File: src/rtl/mms_verify_initiator_if.sv
// ==========================================================================
// mms_verify_initiator_if : verify/respond handshake and status bundle
// Optional MMS_VERIFY_EVENT_EN adds event_clr/verify_event.  Rev 1.0
// ==========================================================================
`default_nettype none

interface mms_verify_initiator_if #(
  parameter int TIMER_W = 16,
  parameter int CNT_W   = 3
);
  logic               p_enable;
  logic               disable_verify;
  logic               link_fail;
  logic [TIMER_W-1:0] verify_time;
  logic               rcv_r;
  logic               send_v_ack;
  logic               send_v;
  logic               verified;
  logic               verify_fail;
  logic [CNT_W-1:0]   verify_cnt;
  logic [2:0]         verify_state;
`ifdef MMS_VERIFY_EVENT_EN
  logic               event_clr;
  logic               verify_event;

  modport master (
    input  p_enable, disable_verify, link_fail, verify_time, rcv_r, send_v_ack, event_clr,
    output send_v, verified, verify_fail, verify_cnt, verify_state, verify_event
  );
  modport slave (
    output p_enable, disable_verify, link_fail, verify_time, rcv_r, send_v_ack, event_clr,
    input  send_v, verified, verify_fail, verify_cnt, verify_state, verify_event
  );
`else
  modport master (
    input  p_enable, disable_verify, link_fail, verify_time, rcv_r, send_v_ack,
    output send_v, verified, verify_fail, verify_cnt, verify_state
  );
  modport slave (
    output p_enable, disable_verify, link_fail, verify_time, rcv_r, send_v_ack,
    input  send_v, verified, verify_fail, verify_cnt, verify_state
  );
`endif
endinterface

`default_nettype wire

File: src/rtl/mms_verify_initiator.sv
// ==========================================================================
// mms_verify_initiator : 802.3br MAC Merge verify initiator state machine
// Optional MMS_VERIFY_EVENT_EN adds a sticky completion event.  Rev 1.0
// ==========================================================================
`default_nettype none

module mms_verify_initiator #(
  parameter int TIMER_W      = 16,
  parameter int CNT_W        = 3,
  parameter int VERIFY_LIMIT = 3
) (
  input  wire logic             clk,
  input  wire logic             rst_n,
  mms_verify_initiator_if.master bus
);

  typedef enum logic [2:0] {
    INIT_VERIFICATION = 3'd0,
    VERIFICATION_IDLE = 3'd1,
    SEND_VERIFY       = 3'd2,
    WAIT_FOR_RESPONSE = 3'd3,
    VERIFIED          = 3'd4,
    VERIFY_FAIL       = 3'd5
  } state_t;

  localparam logic [CNT_W-1:0] LIMIT = CNT_W'(VERIFY_LIMIT);

  state_t             state;
  logic [TIMER_W-1:0] timer;
  logic [TIMER_W-1:0] load_val;
  logic               override;
  logic               timer_done;

  assign override   = bus.link_fail | bus.disable_verify | ~bus.p_enable;
  assign timer_done = (timer == '0);
  // A zero period would make the wait degenerate; treat it as one cycle.
  assign load_val   = (bus.verify_time == '0) ? TIMER_W'(1) : bus.verify_time;

  assign bus.verify_state = state;

  always_ff @(posedge clk or negedge rst_n) begin
    if (!rst_n) begin
      state           <= INIT_VERIFICATION;
      timer           <= '0;
      bus.send_v      <= 1'b0;
      bus.verified    <= 1'b0;
      bus.verify_fail <= 1'b0;
      bus.verify_cnt  <= '0;
    end else if (override) begin
      state           <= INIT_VERIFICATION;
      timer           <= '0;
      bus.send_v      <= 1'b0;
      bus.verified    <= 1'b0;
      bus.verify_fail <= 1'b0;
      bus.verify_cnt  <= '0;
    end else begin
      case (state)
        INIT_VERIFICATION: begin
          state <= VERIFICATION_IDLE;
        end
        VERIFICATION_IDLE: begin
          state          <= SEND_VERIFY;
          bus.send_v     <= 1'b1;
          bus.verify_cnt <= bus.verify_cnt + CNT_W'(1);
          timer          <= load_val;
        end
        SEND_VERIFY: begin
          state <= WAIT_FOR_RESPONSE;
          if (bus.send_v_ack && bus.send_v) bus.send_v <= 1'b0;
        end
        WAIT_FOR_RESPONSE: begin
          if (bus.rcv_r) begin
            state        <= VERIFIED;
            bus.verified <= 1'b1;
            bus.send_v   <= 1'b0;
          end else if (timer_done && (bus.verify_cnt < LIMIT)) begin
            // Re-entry keeps an unacknowledged request asserted rather than queueing another.
            state          <= SEND_VERIFY;
            bus.send_v     <= 1'b1;
            bus.verify_cnt <= bus.verify_cnt + CNT_W'(1);
            timer          <= load_val;
          end else if (timer_done) begin
            state           <= VERIFY_FAIL;
            bus.verify_fail <= 1'b1;
            bus.send_v      <= 1'b0;
          end else begin
            timer <= timer - TIMER_W'(1);
            if (bus.send_v_ack && bus.send_v) bus.send_v <= 1'b0;
          end
        end
        VERIFIED: begin
          bus.send_v <= 1'b0;
        end
        VERIFY_FAIL: begin
          bus.send_v <= 1'b0;
        end
        default: begin
          state <= INIT_VERIFICATION;
        end
      endcase
    end
  end

`ifdef MMS_VERIFY_EVENT_EN
  logic final_entry;

  assign final_entry = ~override && (state == WAIT_FOR_RESPONSE) &&
                       (bus.rcv_r || (timer_done && (bus.verify_cnt >= LIMIT)));

  // Sticky across the override so software can still observe the outcome.
  always_ff @(posedge clk or negedge rst_n) begin
    if (!rst_n) begin
      bus.verify_event <= 1'b0;
    end else if (final_entry) begin
      bus.verify_event <= 1'b1;
    end else if (bus.event_clr) begin
      bus.verify_event <= 1'b0;
    end
  end
`endif

endmodule

`default_nettype wire

File: src/flat_wrapper.sv
// flat-port wrapper written by rule: the top's interface ports become plain ports
module mms_verify_initiator_flat 
#(
  parameter int TIMER_W      = 16,
  parameter int CNT_W        = 3,
  parameter int VERIFY_LIMIT = 3
)
  (clk, rst_n, bus_p_enable, bus_disable_verify, bus_link_fail, bus_verify_time, bus_rcv_r, bus_send_v_ack, bus_send_v, bus_verified, bus_verify_fail, bus_verify_cnt, bus_verify_state);
  mms_verify_initiator_if #(.TIMER_W(TIMER_W), .CNT_W(CNT_W)) bus_i ();
  input  wire logic clk;
  input  wire logic rst_n;
  input wire logic [$bits(bus_i.p_enable)-1:0] bus_p_enable;
  input wire logic [$bits(bus_i.disable_verify)-1:0] bus_disable_verify;
  input wire logic [$bits(bus_i.link_fail)-1:0] bus_link_fail;
  input wire logic [$bits(bus_i.verify_time)-1:0] bus_verify_time;
  input wire logic [$bits(bus_i.rcv_r)-1:0] bus_rcv_r;
  input wire logic [$bits(bus_i.send_v_ack)-1:0] bus_send_v_ack;
  output wire logic [$bits(bus_i.send_v)-1:0] bus_send_v;
  output wire logic [$bits(bus_i.verified)-1:0] bus_verified;
  output wire logic [$bits(bus_i.verify_fail)-1:0] bus_verify_fail;
  output wire logic [$bits(bus_i.verify_cnt)-1:0] bus_verify_cnt;
  output wire logic [$bits(bus_i.verify_state)-1:0] bus_verify_state;
  assign bus_i.p_enable = bus_p_enable;
  assign bus_i.disable_verify = bus_disable_verify;
  assign bus_i.link_fail = bus_link_fail;
  assign bus_i.verify_time = bus_verify_time;
  assign bus_i.rcv_r = bus_rcv_r;
  assign bus_i.send_v_ack = bus_send_v_ack;
  assign bus_send_v = bus_i.send_v;
  assign bus_verified = bus_i.verified;
  assign bus_verify_fail = bus_i.verify_fail;
  assign bus_verify_cnt = bus_i.verify_cnt;
  assign bus_verify_state = bus_i.verify_state;
  mms_verify_initiator #(.TIMER_W(TIMER_W), .CNT_W(CNT_W), .VERIFY_LIMIT(VERIFY_LIMIT)) u_core (.clk(clk), .rst_n(rst_n), .bus(bus_i));
endmodule
File: config.mk
export PLATFORM = sky130hd
export DESIGN_NAME = mms_verify_initiator_flat
export DESIGN_NICKNAME = d
export VERILOG_FILES = /design/src/rtl/mms_verify_initiator_if.sv /design/src/rtl/mms_verify_initiator.sv /design/src/flat_wrapper.sv
export SDC_FILE = /design/constraint.sdc
export NUM_CORES = 1
export LEC_CHECK = 0
export ABC_AREA = 1
export CORE_AREA = 4 4 56 83
export CTS_CLUSTER_DIAMETER = 100
export CTS_CLUSTER_SIZE = 12
export DETAILED_ROUTE_END_ITERATION = 6
export DIE_AREA = 0 0 60 87
export PLACE_DENSITY = 0.77
export REMOVE_ABC_BUFFERS = 1
export SLEW_MARGIN = 0
export SYNTH_ARGS = -nofsm -noshare
export SYNTH_HDL_FRONTEND = slang
export SYNTH_SLANG_ARGS = --single-unit
File: constraint.sdc
create_clock -name clk -period 2 [get_ports clk]
set_input_delay 0.2 -clock clk [delete_from_list [all_inputs] [get_ports clk]]
set_output_delay 0.2 -clock clk [all_outputs]
set_load 0.01 [all_outputs]
# Word level (Yosys, flattened, before mapping)
# Index checks and enable logic that the tools add are counted.
classes:
  addsub: 2
  magnitude_cmp: 1
  eq_ne: 12
  n_mux: 29
  bitwise_logic: 3
  reduce_logical: 16
op_table:
  columns: ["operator", "n"]
  rows:
  - ["$mux 16", 5]
  - ["$logic_not 16->1", 2]
  - ["$pmux 16 s2", 1]
  - ["$mux 3", 7]
  - ["$sub 16x1->16 const B", 1]
  - ["$pmux 3 s5", 1]
  - ["$mux 1", 13]
  - ["$eq 3x2->1 const B", 2]
  - ["$eq 3x3->1 const B", 2]
  - ["$ne 2x1->1 const B", 3]
  - ["$pmux 3 s2", 1]
  - ["$reduce_and 3->1", 2]
  - ["$reduce_bool 2->1", 3]
  - ["$ne 5x2->1 const B", 1]
  - ["$reduce_bool 5->1", 1]
  - ["$ne 4x3->1 const B", 1]
  - ["$pmux 1 s4", 1]
  - ["$reduce_and 2->1", 2]
  - ["$reduce_and 4->1", 1]
  - ["$add 3x1->3 const B", 1]
  - ["$eq 3x1->1 const B", 1]
  - ["$logic_not 3->1", 1]
  - ["$lt 3x2->1 const B", 1]
  - ["$ne 3x1->1 const B", 1]
  - ["other kinds (6)", 8]
word_totals:
  register_bits: 25
  out_inout_bits: 9
  elab_cells: 69

# Depth between registers and ports, before layout
# Gate-level depths: netlist of run 1.
depth:
  depth_word: 7
  ltp_mapped: 12
  mapped_depth_nobuf: 11

# Least setup slack after synthesis of run 1
# Ideal clock, no wire load.
synth_path:
  kind: "register to register"
  startpoint: "register u_core.timer[0]"
  endpoint: "register u_core.timer[10]"
  setup_ns: 0.117
  t_arrival_ns: 1.502
  required_time_ns: 1.883
  path_slack_ns: 0.380
  stages_incl_launch_ff: 13
  path_cell_list: "dfrtp_1 inv_1 ha_1 nand2_4 nor2_8 nand3_4 nand2_4 inv_4 buf_6 nand2_1 nand2_1 nand3_1 nand2_1"
synth_via:
  elab_chain_len: 6
  elab_cells_between_ends: 10
  cone_classes: "1 x add/sub; 1 x eq/ne; 5 x mux; 3 x reduce/logical"
synth_lines:
  columns: ["item", "line_no", "rtl"]
  rows:
  - ["from (decl)", "mms_verify_initiator.sv:29", "logic [TIMER_W-1:0] timer;"]
  - ["from (signal assigned)", "mms_verify_initiator.sv:65", "timer <= load_val;"]
  - ["from (signal assigned)", "mms_verify_initiator.sv:81", "timer <= load_val;"]
  - ["from (signal assigned)", "mms_verify_initiator.sv:87", "timer <= timer - TIMER_W'(1);"]
  - ["$sub 16x1->16 or $logic_not 16->1 (tied branches)", "mms_verify_initiator.sv:87, mms_verify_initiator.sv:35", null]
  - ["$mux 16 or $logic_and 1x1->1 (tied branches)", "mms_verify_initiator.sv:82, mms_verify_initiator.sv:76", null]
  - ["$mux 16", "mms_verify_initiator.sv:76", "end else if (timer_done && (bus.verify_cnt < LIMIT)) begin"]
  - ["$mux 16", "mms_verify_initiator.sv:72", "if (bus.rcv_r) begin"]
  - ["$pmux 16 s2", "mms_verify_initiator.sv:57", "case (state)"]
  - ["$mux 16", "mms_verify_initiator.sv:49", "end else if (override) begin"]
# Several ways; a longest one is shown, not always the timed one. The select of a mux whose other input is x is not followed.
# A chain may end at the register's enable or synchronous reset.

# Final worst setup path of run 1
# Same ends and word-level chain as after synthesis.

==> results of run 1 <==
==> how the worst min path moves through the flow <==
stage	start	end	slack, ns	depth (start not counted)
after floorplan	rst_n	u_core.bus.send_v$_DFFE_PN0P_	-0.1	0
after global placement	u_core.bus.verified$_DFFE_PN0P_	u_core.bus.verified$_DFFE_PN0P_	0.48	1
after detailed placement	u_core.bus.verified$_DFFE_PN0P_	u_core.bus.verified$_DFFE_PN0P_	0.49	1
after CTS	rst_n	u_core.bus.verify_state[0]$_DFFE_PN0P_	0.30	2
after global routing	rst_n	u_core.bus.verify_state[1]$_DFFE_PN0P_	0.33	2
final	rst_n	u_core.bus.verify_state[0]$_DFFE_PN0P_	0.28	2
==> registers in the layout, summed over array words and instances, names as in the netlist <==
signal and count:
u_core.timer 16, u_core.bus.verify_cnt 3, u_core.bus.send_v 1, u_core.bus.verify_fail 1, u_core.bus.verified 1, u_core.bus.verify_state 3
==> per-layer routing <==
layer,vias up,routed length (um),GRT usage
li1,999,-,-
met1,910,2050,0.241
met2,47,2550,0.377
met3,10,217,0.0312
met4,0,99,0.0968
met5,-,0,0
==> metrics by stage <==
step | cell area, sq um | hold slack (ns) | worst slack (ns)
2_1_floorplan | 1960 | -0.0956 | 0.405
3_3_place_gp | 2370 | 0.479 | 0.265
3_5_place_dp | 2370 | 0.486 | 0.204
4_1_cts | 2410 | 0.298 | 0.179
5_1_grt | 2410 | 0.331 | 0.0156
6_report | 2410 | 0.284 | 0.162
==> worst max-delay path: stages (launching register included) <==
cell	delay [ns]
dfrtp_1	0.41
inv_1	0.09
ha_1	0.23
nand2_4	0.11
nor2_8	0.15
nand3_4	0.13
nand2_4	0.22
inv_4	0.12
nand2_1	0.09
nand2_1	0.05
nand3_1	0.07
nand2_1	0.05
==> power groups by stage <==
stage | combinational, mW | clock (mW) | sequential (mW)
CTS | 0.316 | 0.315 | 0.536
floorplan | 0.201 | 0 | 0.544
finish | 0.315 | 0.311 | 0.537
detailed placement | 0.314 | 0 | 0.546
global placement | 0.310 | 0 | 0.546
global route | 0.355 | 0.337 | 0.539
==> placed cells by master, fill, tap and decap left out <==
master	count
clkbuf_8	3
nand4_1	5
nor3_1	3
o21ai_2	1
dfrtp_1	25
ha_1	5
nand3_1	30
nand3_2	8
nor2_2	6
o211ai_1	1
nand3_4	2
buf_4	5
nand2_4	4
inv_2	1
nand2_1	106
nand3b_1	2
nor2_8	1
xor2_1	6
inv_4	1
o21a_1	1
clkdlybuf4s50_1	31
inv_1	26
o21ai_1	3
a21oi_1	6
nor2_4	3
nand2_2	3
xnor2_1	2
nor2_1	31
o21ai_0	4
clkbuf_1	1
o22ai_1	1
a31oi_1	1
==> final cells by class <==
class | instances | area (sq um) | share of cell area
Multi-Input combinational cell | 235 | 1230 | 0.510
Sequential cell | 25 | 626 | 0.259
Timing Repair Buffer | 36 | 348 | 0.144
Inverter | 28 | 108 | 0.0446
Tap cell | 45 | 56.3 | 0.0233
Clock buffer | 4 | 45.0 | 0.0187
==> cell families after synthesis <==
family                   count (synthesis)
flip-flops                              25
adder cells (fa/ha/maj)                  5
AND/OR/NAND/NOR                        204
buffers and inverters                   35
AO/OA/AOI/OAI                           18
XOR/XNOR                                 8
==> reports/qor.csv, run 1 <==
stage,metric,value,unit
yosys,synth_warnings,0,
yosys,yosysMostFrequentCell,nand2_1,
worst_setup_path,critPathCaptureType,flop,
power_and_ir_drop,power,1.16,mW
global_routing,grt_remaining_overflow,0,
yosys,synth-xor-area-share,0.0343,
clock_tree,numCtsBuffers,3,
power_and_ir_drop,p_leak,1.27,nW
worst_setup_path,critical_path.max_fanout,18,
layout,final_cells,373,
placement,placed_cells,369,
yosys,synthArstFlopShare,1.00,
yosys,muxShareOfSynthArea,0,
layout,fin_util,0.615,
sta,clock_skew,0.00958,ns
layout,n_antenna_cell,0,
power_and_ir_drop,powerDensity,482,nW/um^2
drt,routed_via_density,5.27,
clock_tree,clock_latency,0.27,ns
clock_tree,cts_tree,done,
yosys,yosys_register_bits,25,
yosys,synth-compound-area-share,0.0495,
clock_tree,postCtsSetupBuffers,0,
power_and_ir_drop,p_sw,0.367,mW
sta,fin_tns_setup,0,ns
sta,setup_violations,0,
layout,nets,357,
sta,finalHoldViolCount,0,
drt,wl_per_cell,13.2,um
global_routing,grt_pass1_wl,8.63,mm
global_routing,grt_usage,0.212,
sta,drv_slew,0,
layout,drive_gt1_frac,0.116,
clock_tree,cts_hold_buffers,0,
drt,dr.pass1.iters,4,
global_routing,grt_antenna_before_repair,0,
power_and_ir_drop,irDropWorstVdd,0.000341,V
yosys,synth-simple-area-share,0.487,
drt,drc_errors,0,
clock_tree,clk_pin_slew_worst_paths,0.10,ns
yosys,syn_area_per_cell,6.93,sq um
drt,wl,4.92,mm
drt,ant_nets,0,
drt,vias,1966,
floorplan,die_w,60,um
placement,hpwl,3.78,mm
drt,drt_iter0_markers,97,
floorplan,ios,32,
yosys,synth_top_area_share,0.306,
sta,period_minus_slack,1.84,ns
worst_setup_path,rr_worst_depth,11,
yosys,yosysSeqAreaShare,0.306,
global_routing,grt_pass1_vias,1990,
yosys,yosys.cell_types.count,32,
worst_setup_path,r2r_end,u_core.timer[10]$_DFFE_PN0P_,
placement,gp_congestion,0.877,
worst_setup_path,r2r_start,u_core.timer[0]$_DFFE_PN0P_,
yosys,synth_fa_ha_area_frac,0.0306,
sta,fmax,0.544,GHz
yosys,syn_inst,295,
sta,rsz0062_at_grt,false,
floorplan,fp.dieH,87,um
power_and_ir_drop,swShare,0.316,
power_and_ir_drop,seq_power_share,0.462,
worst_setup_path,worst-endpoint-arrival,2.00,ns
worst_setup_path,cp-endpoint,u_core.timer[10]$_DFFE_PN0P_,
layout,area_growth,17.9,%
power_and_ir_drop,p_clk_frac,0.268,
clock_tree,cts_sinks,25,
floorplan,rows,28,
clock_tree,htree_levels,1,
power_and_ir_drop,power_frac_comb,0.271,
floorplan,die-area,5220,sq um
sta,fin_crit_sh,0.919,
outcome,status,"finished, final reports clean",
layout,n_fill_cell,363,
global_routing,grt_max_degree,26,
worst_hold_path,hold_class,primary input to async pin,
sta,max_slew.worst_pin.slew,0.490,ns
worst_setup_path,critPathKind,flop to flop,
yosys,synth_edf_count,0,
worst_setup_path,cp_data_required_time,2.16,ns
floorplan,start_util,0.521,
yosys,synth.top_cells.by_area,"dfrtp_1, nand2_1, nand3_1",
worst_setup_path,critPathLaunchType,flop,
placement,portBuffers,31,
yosys,synth_area_leader_cell,dfrtp_1,
flow_run,drv_cap,0,
yosys,synth_area,2050,sq um
worst_setup_path,reg2reg_slack,0.16,ns
floorplan,core_area,3920,sq um
clock_tree,clk_path_buf_depth,2,
power_and_ir_drop,p_int,0.795,mW
yosys,synth_top_family_by_area,simple AND/OR/NAND/NOR gates,
yosys,synth_flop_cell,dfrtp_1,
sta,relSlewSlack,0.672,
worst_setup_path,critPathLaunch,u_core.timer[0]$_DFFE_PN0P_,
clock_tree,cts_resized,0,
yosys,synthTopCellsByCount,"nand2_1, nor2_1, nand3_1",
clock_tree,cts_root_buffer,clkbuf_8,
Power figures use the tool's default switching activity.
==> run 2: changes to the inputs <==
--- a/config.mk
+++ b/config.mk
@@ -6,11 +6,11 @@
 export NUM_CORES = 1
 export LEC_CHECK = 0
 export ABC_AREA = 1
-export CORE_AREA = 4 4 56 83
+export CORE_AREA = 2 2 54 81
 export CTS_CLUSTER_DIAMETER = 100
 export CTS_CLUSTER_SIZE = 12
 export DETAILED_ROUTE_END_ITERATION = 6
-export DIE_AREA = 0 0 60 87
+export DIE_AREA = 0 0 56 83
 export PLACE_DENSITY = 0.77
 export REMOVE_ABC_BUFFERS = 1
 export SLEW_MARGIN = 0
==> reports/qor.csv, run 2 (synthesized netlist as in run 1, its figures left out) <==
stage,metric,value,unit,change
sta,finalHoldViolCount,0,,unchanged
worst_setup_path,reg2reg_slack,0.20,ns,+0.04 ns
clock_tree,clk_pin_slew_worst_paths,0.09,ns,about the same
placement,gp_congestion,0.948,,+8.0%
drt,drt_iter0_markers,47,,-52%
sta,period_minus_slack,1.80,ns,-0.0370 ns
layout,fin_util,0.617,,+0.00223
worst_setup_path,critPathKind,flop to flop,,
sta,fin_crit_sh,0.901,,-0.0185
worst_setup_path,critPathCaptureType,flop,,
drt,ant_nets,0,,unchanged
sta,relSlewSlack,0.651,,-0.0208
clock_tree,postCtsSetupBuffers,0,,unchanged
drt,drc_errors,0,,unchanged
placement,hpwl,3.80,mm,+0.73%
sta,clock_skew,0.00392,ns,-0.00567 ns
flow_run,drv_cap,0,,unchanged
worst_setup_path,r2r_start,u_core.timer[0]$_DFFE_PN0P_,,
global_routing,grt_pass1_vias,2021,,+1.6%
sta,fmax,0.555,GHz,+2.1%
global_routing,grt_remaining_overflow,0,,unchanged
global_routing,grt_antenna_before_repair,0,,unchanged
floorplan,rows,28,,unchanged
layout,area_growth,18.3,%,
global_routing,grt_max_degree,26,,unchanged
floorplan,fp.dieH,83,um,-4.6%
placement,placed_cells,369,,unchanged
layout,drive_gt1_frac,0.116,,unchanged
worst_setup_path,critPathLaunchType,flop,,
clock_tree,clk_path_buf_depth,2,,unchanged
sta,fin_tns_setup,0,ns,unchanged
layout,n_antenna_cell,0,,unchanged
worst_setup_path,r2r_end,u_core.timer[0]$_DFFE_PN0P_,,
layout,layout_commonest_cell,nand2_1,,
sta,holdWs,0.291,ns,+0.00664 ns
layout,nets,357,,unchanged
power_and_ir_drop,irDropWorstVdd,0.000352,V,+3.4%
clock_tree,clock_latency,0.26,ns,about the same
worst_hold_path,hold_class,primary input to async pin,,
worst_setup_path,cp_data_required_time,2.15,ns,about the same
clock_tree,cts_hold_buffers,0,,unchanged
global_routing,grt_usage,0.226,,+0.0135
worst_setup_path,rr_worst_depth,9,,-2
drt,routed_via_density,5.34,,+1.4%
drt,vias,1993,,+1.4%
sta,rsz0062_at_grt,false,,
clock_tree,htree_levels,1,,unchanged
drt,dr.pass1.iters,4,,unchanged
clock_tree,cts_tree,done,,
layout,final_cells,373,,unchanged
sta,setup_violations,0,,unchanged
worst_setup_path,critPathLaunch,u_core.timer[0]$_DFFE_PN0P_,,
worst_setup_path,critical_path.max_fanout,17,,-1
outcome,status,"finished, final reports clean",,
drt,wl_per_cell,13.1,um,-0.87%
power_and_ir_drop,p_leak,1.27,nW,-0.32%
layout,mostFrequentLayoutCells,"nand2_1, nor2_1, clkdlybuf4s50_1",,
floorplan,ios,32,,unchanged
sta,drv_slew,0,,unchanged
floorplan,core_area,3920,sq um,unchanged
drt,wl,4.88,mm,-0.87%
power_and_ir_drop,powerDensity,477,nW/um^2,-1.1%
clock_tree,cts_root_buffer,clkbuf_8,,
clock_tree,numCtsBuffers,3,,unchanged
worst_setup_path,worst-endpoint-arrival,1.95,ns,-0.05 ns
layout,largest_register_ff_count,16,,unchanged
placement,portBuffers,31,,unchanged
floorplan,start_util,0.521,,unchanged
clock_tree,cts_sinks,25,,unchanged
sta,max_slew.worst_pin.slew,0.521,ns,+0.0310 ns
global_routing,grt_pass1_wl,8.64,mm,+0.15%
floorplan,die_w,56,um,-6.7%
layout,largest-register,u_core.timer,,
floorplan,die-area,4650,sq um,-11%
## run 2: area by class of cell
type,count,area (sq um)
fillers,380,1500
multi-input cells,235,1240
inverters,28,108
clock buffers,4,45.0
flip-flops and latches,25,626
repair buffers,36,348
well taps,45,56.3
## run 2: repair_timing
item,4_1_cts,5_1_grt
resized for setup,0,1
endpoints found under the hold margin,0,0
endpoints found under the setup margin,0,10
## run 2: worst max path at each step
stage,end,cells past startpoint
floorplan,u_core.timer[1]$_DFFE_PN0P_,11
global placement,u_core.timer[6]$_DFFE_PN0P_,9
detailed placement,u_core.timer[8]$_DFFE_PN0P_,9
CTS,u_core.timer[1]$_DFFE_PN0P_,11
global route,u_core.timer[9]$_DFFE_PN0P_,11
finish,u_core.timer[0]$_DFFE_PN0P_,9
## run 2: critical path: stages (launching register included)
cell and delay, ns:
dfrtp_1 0.41, inv_1 0.09, ha_1 0.24, nand2_4 0.11
nor2_8 0.15, nand3_4 0.16, nand3_2 0.14, nand3_4 0.19
nand2_1 0.12, o21ai_0 0.08
## run 2: stage by stage
step	power [mW]	setup slack (ns)	cell area, sq um
4_1_cts	1.16	0.148	2410
5_1_grt	1.22	0.0106	2420
3_3_place_gp	0.857	0.192	2370
3_5_place_dp	0.861	0.152	2370
2_1_floorplan	0.744	0.405	1960
6_report	1.15	0.199	2420
## run 2: routing by layer
metal  wire, um  vias to the layer above  global-route usage
met5          0                        -                   0
met4        104                        0              0.0909
met3        151                       10              0.0171
met2       2630                       41               0.421
met1       2000                      937               0.257
li1           -                     1005                   -
## run 2: report_power, final
part           total (mW)  leakage, nW  internal (mW)  switching [mW]
logic               0.317        0.902          0.134           0.183
clock network       0.301       0.0228          0.142           0.158
registers           0.537        0.343          0.519          0.0183
total                1.15         1.27          0.795           0.359
==> run 3: changes to the inputs <==
--- a/config.mk
+++ b/config.mk
@@ -11,6 +11,7 @@
 export CTS_CLUSTER_SIZE = 12
 export DETAILED_ROUTE_END_ITERATION = 6
 export DIE_AREA = 0 0 56 83
+export GPL_ROUTABILITY_DRIVEN = 0
 export PLACE_DENSITY = 0.77
 export REMOVE_ABC_BUFFERS = 1
 export SLEW_MARGIN = 0
==> results of run 3 <==
No change in the layout: final DEF, timing and power equal those of run 2.
